===== src/rtl/mult_iter.sv =====
// mult_iter: iterative shift-add multiplier producing a 2*WIDTH-bit product.
// Define MULT_SIGNED_EN to add the is_signed port and two's-complement mode.
module mult_iter #(
    parameter int WIDTH = 5
) (
    input  logic               clock,
    input  logic               reset,
    input  logic               in_valid,
    output logic               in_ready,
    input  logic [WIDTH-1:0]   in1,
    input  logic [WIDTH-1:0]   in2,
`ifdef MULT_SIGNED_EN
    input  logic               is_signed,
`endif
    output logic               out_valid,
    input  logic               out_ready,
    output logic [2*WIDTH-1:0] out,
    output logic               ovf
);

    localparam int CW = $clog2(WIDTH);

    typedef enum logic [1:0] {
        IDLE,
        RUN,
        DONE
    } state_t;

    state_t             state_q, state_d;
    logic [WIDTH-1:0]   mcand_q, mcand_d;
    logic [WIDTH-1:0]   mplier_q, mplier_d;
    logic [2*WIDTH:0]   acc_q, acc_d;
    logic [CW-1:0]      cnt_q, cnt_d;
    logic [2*WIDTH-1:0] out_q, out_d;
    logic               ovf_q, ovf_d;
`ifdef MULT_SIGNED_EN
    logic               neg_q, neg_d;
    logic               smode_q, smode_d;
    logic [WIDTH:0]     top;
`endif

    logic               accept;
    logic [WIDTH-1:0]   a_mag;
    logic [WIDTH-1:0]   b_mag;
    logic [WIDTH:0]     sum;
    logic [2*WIDTH:0]   step;
    logic [2*WIDTH:0]   shifted;
    logic [2*WIDTH-1:0] res;
    logic               res_ovf;

    // State register and datapath flops; reset discards any in-flight work.
    always_ff @(posedge clock) begin
        if (reset) begin
            state_q  <= IDLE;
            mcand_q  <= '0;
            mplier_q <= '0;
            acc_q    <= '0;
            cnt_q    <= '0;
            out_q    <= '0;
            ovf_q    <= 1'b0;
`ifdef MULT_SIGNED_EN
            neg_q    <= 1'b0;
            smode_q  <= 1'b0;
`endif
        end else begin
            state_q  <= state_d;
            mcand_q  <= mcand_d;
            mplier_q <= mplier_d;
            acc_q    <= acc_d;
            cnt_q    <= cnt_d;
            out_q    <= out_d;
            ovf_q    <= ovf_d;
`ifdef MULT_SIGNED_EN
            neg_q    <= neg_d;
            smode_q  <= smode_d;
`endif
        end
    end

    // Next-state, shift-add iteration, result formatting and handshake.
    always_comb begin
        state_d  = state_q;
        mcand_d  = mcand_q;
        mplier_d = mplier_q;
        acc_d    = acc_q;
        cnt_d    = cnt_q;
        out_d    = out_q;
        ovf_d    = ovf_q;

        in_ready  = !reset && ((state_q == IDLE) ||
                               (state_q == DONE && out_ready));
        out_valid = (state_q == DONE);
        accept    = in_valid && in_ready;

        a_mag = in1;
        b_mag = in2;
`ifdef MULT_SIGNED_EN
        neg_d   = neg_q;
        smode_d = smode_q;
        if (is_signed) begin
            a_mag = in1[WIDTH-1] ? -in1 : in1;
            b_mag = in2[WIDTH-1] ? -in2 : in2;
        end
`endif

        // One iteration: conditional add into the upper half, then shift.
        sum     = acc_q[2*WIDTH:WIDTH] + {1'b0, mcand_q};
        step    = mplier_q[0] ? {sum, acc_q[WIDTH-1:0]} : acc_q;
        shifted = step >> 1;

        res     = shifted[2*WIDTH-1:0];
        res_ovf = |res[2*WIDTH-1:WIDTH];
`ifdef MULT_SIGNED_EN
        if (neg_q) begin
            res = -shifted[2*WIDTH-1:0];
        end
        top = res[2*WIDTH-1:WIDTH-1];
        if (smode_q) begin
            res_ovf = !((top == '0) || (&top));
        end
`endif

        unique case (state_q)
            IDLE: begin
            end
            RUN: begin
                acc_d    = shifted;
                mplier_d = mplier_q >> 1;
                cnt_d    = cnt_q + CW'(1);
                if (cnt_q == CW'(WIDTH - 1)) begin
                    out_d   = res;
                    ovf_d   = res_ovf;
                    state_d = DONE;
                end
            end
            DONE: begin
                if (out_ready) begin
                    state_d = IDLE;
                end
            end
            default: state_d = IDLE;
        endcase

        // Accept overrides the DONE release so back-to-back has no bubble.
        if (accept) begin
            mcand_d  = a_mag;
            mplier_d = b_mag;
            acc_d    = '0;
            cnt_d    = '0;
`ifdef MULT_SIGNED_EN
            neg_d    = is_signed && (in1[WIDTH-1] ^ in2[WIDTH-1]);
            smode_d  = is_signed;
`endif
            if (in1 == '0 || in2 == '0) begin
                out_d   = '0;
                ovf_d   = 1'b0;
                state_d = DONE;
            end else begin
                state_d = RUN;
            end
        end
    end

    assign out = out_q;
    assign ovf = ovf_q;

endmodule


===== config.mk =====
export PLATFORM = sky130hd
export DESIGN_NAME = mult_iter
export DESIGN_NICKNAME = d
export VERILOG_FILES = /design/src/rtl/mult_iter.sv
export SDC_FILE = /design/constraint.sdc
export NUM_CORES = 1
export LEC_CHECK = 0
export BUFFER_PORTS_ARGS = -buffer_cell sky130_fd_sc_hd__buf_2
export CAP_MARGIN = 20
export CELL_PAD_IN_SITES_DETAIL_PLACEMENT = 0
export CELL_PAD_IN_SITES_GLOBAL_PLACEMENT = 1
export CORE_UTILIZATION = 44
export DETAILED_ROUTE_END_ITERATION = 8
export PLACE_DENSITY_LB_ADDON = 0.08
export SYNTH_ARGS = -nofsm -noshare
export SYNTH_HDL_FRONTEND = slang
export SYNTH_SLANG_ARGS = --single-unit

===== constraint.sdc =====
create_clock -name clock -period 5.05 [get_ports clock]
set_clock_uncertainty 0.05 [all_clocks]
set_input_delay 1.2625 -clock clock [delete_from_list [all_inputs] [get_ports clock]]
set_output_delay 1.2625 -clock clock [all_outputs]
set_load 0.1 [all_outputs]

; Word-level counts from Yosys, hierarchy flattened
; Cells that the tools add are included.
[classes]
n_addsub = 2
eq_ne = 6
mux = 16
reduce_logical = 13
[ops]
columns = cell, count
row1 = 2-to-1 mux 10 bit, 4
row2 = 2-to-1 mux 11 bit, 1
row3 = logical NOT 5 bit, 2
row4 = 2-to-1 mux 5 bit, 2
row5 = 2-to-1 mux 2 bit, 4
row6 = adder 5 x 5 -> 6 bit, 1
row7 = one-hot mux 2 bit (3 select lines), 1
row8 = OR reduction 5 bit, 1
row9 = 2-to-1 mux 1 bit, 4
row10 = adder 3 x 1 -> 3 bit (second input constant), 1
row11 = equality test 3 bit (second input constant), 1
row12 = logical AND 1 bit, 3
row13 = != test 3 x 1 -> 1 bit (second input constant), 1
row14 = != test 3 bit (second input constant), 1
row15 = AND reduction 3 bit, 1
row16 = equality test 2 x 1 -> 1 bit (second input constant), 1
row17 = equality test 2 bit (second input constant), 1
row18 = logical NOT 2 bit, 1
row19 = logical OR 1 bit, 2
row20 = != test 2 bit (second input constant), 1
row21 = nonzero test 2 bit, 1
row22 = OR reduction 2 bit, 1
row23 = logical NOT 1 bit, 1
[totals]
register_bits = 36
inputBits = 14

; Longest topological paths before layout
[depth]
depth_word = 7
depth_mapped = 8
depth_no_buf = 8

; Least setup slack after synthesis
; No wires, ideal clock.
[synth_timing]
path_kind = input port to output port
startpoint = input reset
endpoint = output in_ready
t_arrival_ns = 3.681
required_ns = 3.738
slack_ns = 0.056
stages = 2
n_path_buf = 1
cell_sequence = buf_2 a211oi_1
[synth_between]
elab_chain_len = 2
[synth_rtl]
columns = item, line_no
row1 = "start, declared", 7  ; input logic reset,
row2 = logical NOT 1 bit, 90  ; in_ready = !reset && ((state_q == IDLE) ||
row3 = logical AND 1 bit, 90
row4 = "end, declared", 9  ; output logic in_ready,
; No other way between the ends.

; Worst setup path after layout
; Ends and elaborated chain as after synthesis.

==> metrics.yaml <==
layout_common_cells: "nand2_1 (37), dfxtp_1 (35), buf_2 (26)"
synth_nets: 217
tns_ns: 0
globalplace.congestion: 0.753
hpwl_mm: 2.42
p_per_area_nw_per_um2: 306
drc: 0
max_cap_viol_count: 0
cp.arrival_ns: 2.25
hp-start: "out[2]"
finalCritPeriodShare: 0.706
fmax_mhz: 280
clock-sinks: 35
hold_viol: 0
slew_headroom: 0.425
antenna_found_initial: 0
ys_ff_latch: 35
grt_overflow: 0
startpoint_type: "primary input"
num-nets-final: 240
netlist_area_um2: 1620
synth_cell_types: 39
leakage_nw: 0.738
mostFrequentLayoutCell: "nand2_1"
place_inst: 256
grt_pass1_vias: 1343
cts_resized: 0
die_area_um2: 3930
outcome: "complete, no violations"
grt_max_degree: 25
r2r-start: "state_q[0]"
initial_utilization: 0.471
drtAntennaViolNets: 0
syn_to_final_growth_pct: 14.7
synth_top_area_share: 0.432
peakVddDrop_uv: 171
setup_viol: 0
rsz0062_at_grt: "no"
die_h_um: 62.7
cp-end-kind: "primary output"
cts_hold_repair.buffers: 0
min_period_ns: 3.57
crit_type: "in2out"
cts-root-buf: "clkbuf_8"
fin_util: 0.541
synth_flop_cell: "dfxtp_1"
syn_avg_cell_area_um2: 8.32
post_cts_buffers: 0
yosysWarningCount: 0
synth-async-reset-ratio: 0
num_antenna_cells: 0
min_path_type: "reg2reg"
die_w_um: 62.7
portBuffers: 26
worstSkewPairLatency_ns: 0.28
cp_max_fo: 16
netlist_instances: 195
synth_top_cell_by_area: "dfxtp_1"
synth_edf_count: 0
clkTransAtPathRegs_ns: 0.07
cp-startpoint: "reset"
layout-drive-gt1-share: 0.183
drtIter0Drc: 62
htreeDepth: 2
routed_wl_mm: 3.30
track_usage: 0.189
fin_cells: 265
avgRoutedWirePerCell_um: 12.5
synth_top_cells_by_area: "dfxtp_1 (43%), nand2_1 (8.6%), a21oi_1 (6.5%), ha_1 (5.4%), a211oi_1 (4.2%)"
maxSlewViolCount: 0
tritoncts: "yes"
io_pins: 27
clockBufferDepth: 2
synth-seq-area-share: 0.432
vias: 1373
grt_pass1_wl_mm: 5.74
viasPerCell: 5.18
first_pass_iters: 4
cts_made_buffers: 5
crit_required_ns: 3.74
worstMarginPinSlew_ns: 0.859
core_um2: 3440
rows: 21
metal layers:
layer  share of wire  up-vias  GRT usage
met4           0.016        0     0.0698
met2            0.50       14      0.323
met1            0.46      644      0.215
met5               0        -          0
met3           0.032        5     0.0657
li1                -      710          -
layout make-up:
type | count | area, um2
clock inverter | 2 | 12.5
multi-input combinational | 141 | 846
fill | 350 | 1580
clock buffer | 6 | 72.6
sequential | 35 | 701
timing repair buffer | 27 | 141
inverter | 8 | 30.0
tap | 46 | 57.6
Yosys cell counts (2+ instances only):
master / number
nand2_1: 37
dfxtp_1: 35
a21oi_1: 21
nor2_1: 18
a211oi_1: 9
buf_2: 7
ha_1: 7
inv_1: 6
nand2b_1: 5
o21ai_1: 5
nor2b_1: 4
a22oi_1: 3
a31oi_1: 3
a211o_1: 2
a21o_1: 2
a21oi_2: 2
and3_1: 2
buf_4: 2
clkbuf_1: 2
mux2i_1: 2
o21ai_0: 2
xnor2_1: 2
final timing paths:
check                                 to  slack [ns]  depth (start not counted)
worst max register to register    out[7]        2.85                          4
worst max-delay path            in_ready        1.48                          3
worst min register to register    out[2]        0.40                          2
worst min-delay path              out[2]        0.40                          2
critical path: stages:
cell and delay [ns]:
buf_2 0.20, a211oi_1 0.30, buf_2 0.48
power breakdown:
part | switching [mW] | leakage [nW] | internal, mW
logic | 0.0500 | 0.413 | 0.0277
clock network | 0.0989 | 0.0412 | 0.0962
registers | 0.00968 | 0.284 | 0.287
total | 0.159 | 0.738 | 0.410
sequential cells by signal, indices dropped and copies added, names as in the netlist:
name / flops
acc_q: 9
cnt_q: 3
mcand_q: 5
mplier_q: 5
out: 10
ovf: 1
state_q: 2
metrics by stage:
stage	worst slack, ns	power, mW	hold slack [ns]	cell area [um2]
after floorplan	0.0562	0.361	0.381	1620
after global placement	1.60	0.376	0.394	1760
after detailed placement	1.54	0.380	0.397	1760
after CTS	1.55	0.576	0.407	1850
after global routing	1.46	0.603	0.422	1860
final	1.48	0.569	0.404	1860
cell families after synthesis:
logic type               after synthesis  synth area share
flip-flops                            35             0.432
XOR/XNOR                               3            0.0162
buffers and inverters                 19            0.0540
AND/OR/NAND/NOR                       72             0.198
adder cells (fa/ha/maj)                8            0.0664
AO/OA/AOI/OAI                         56             0.221
multiplexers                           2            0.0123
Power figures use the tool's default switching activity.
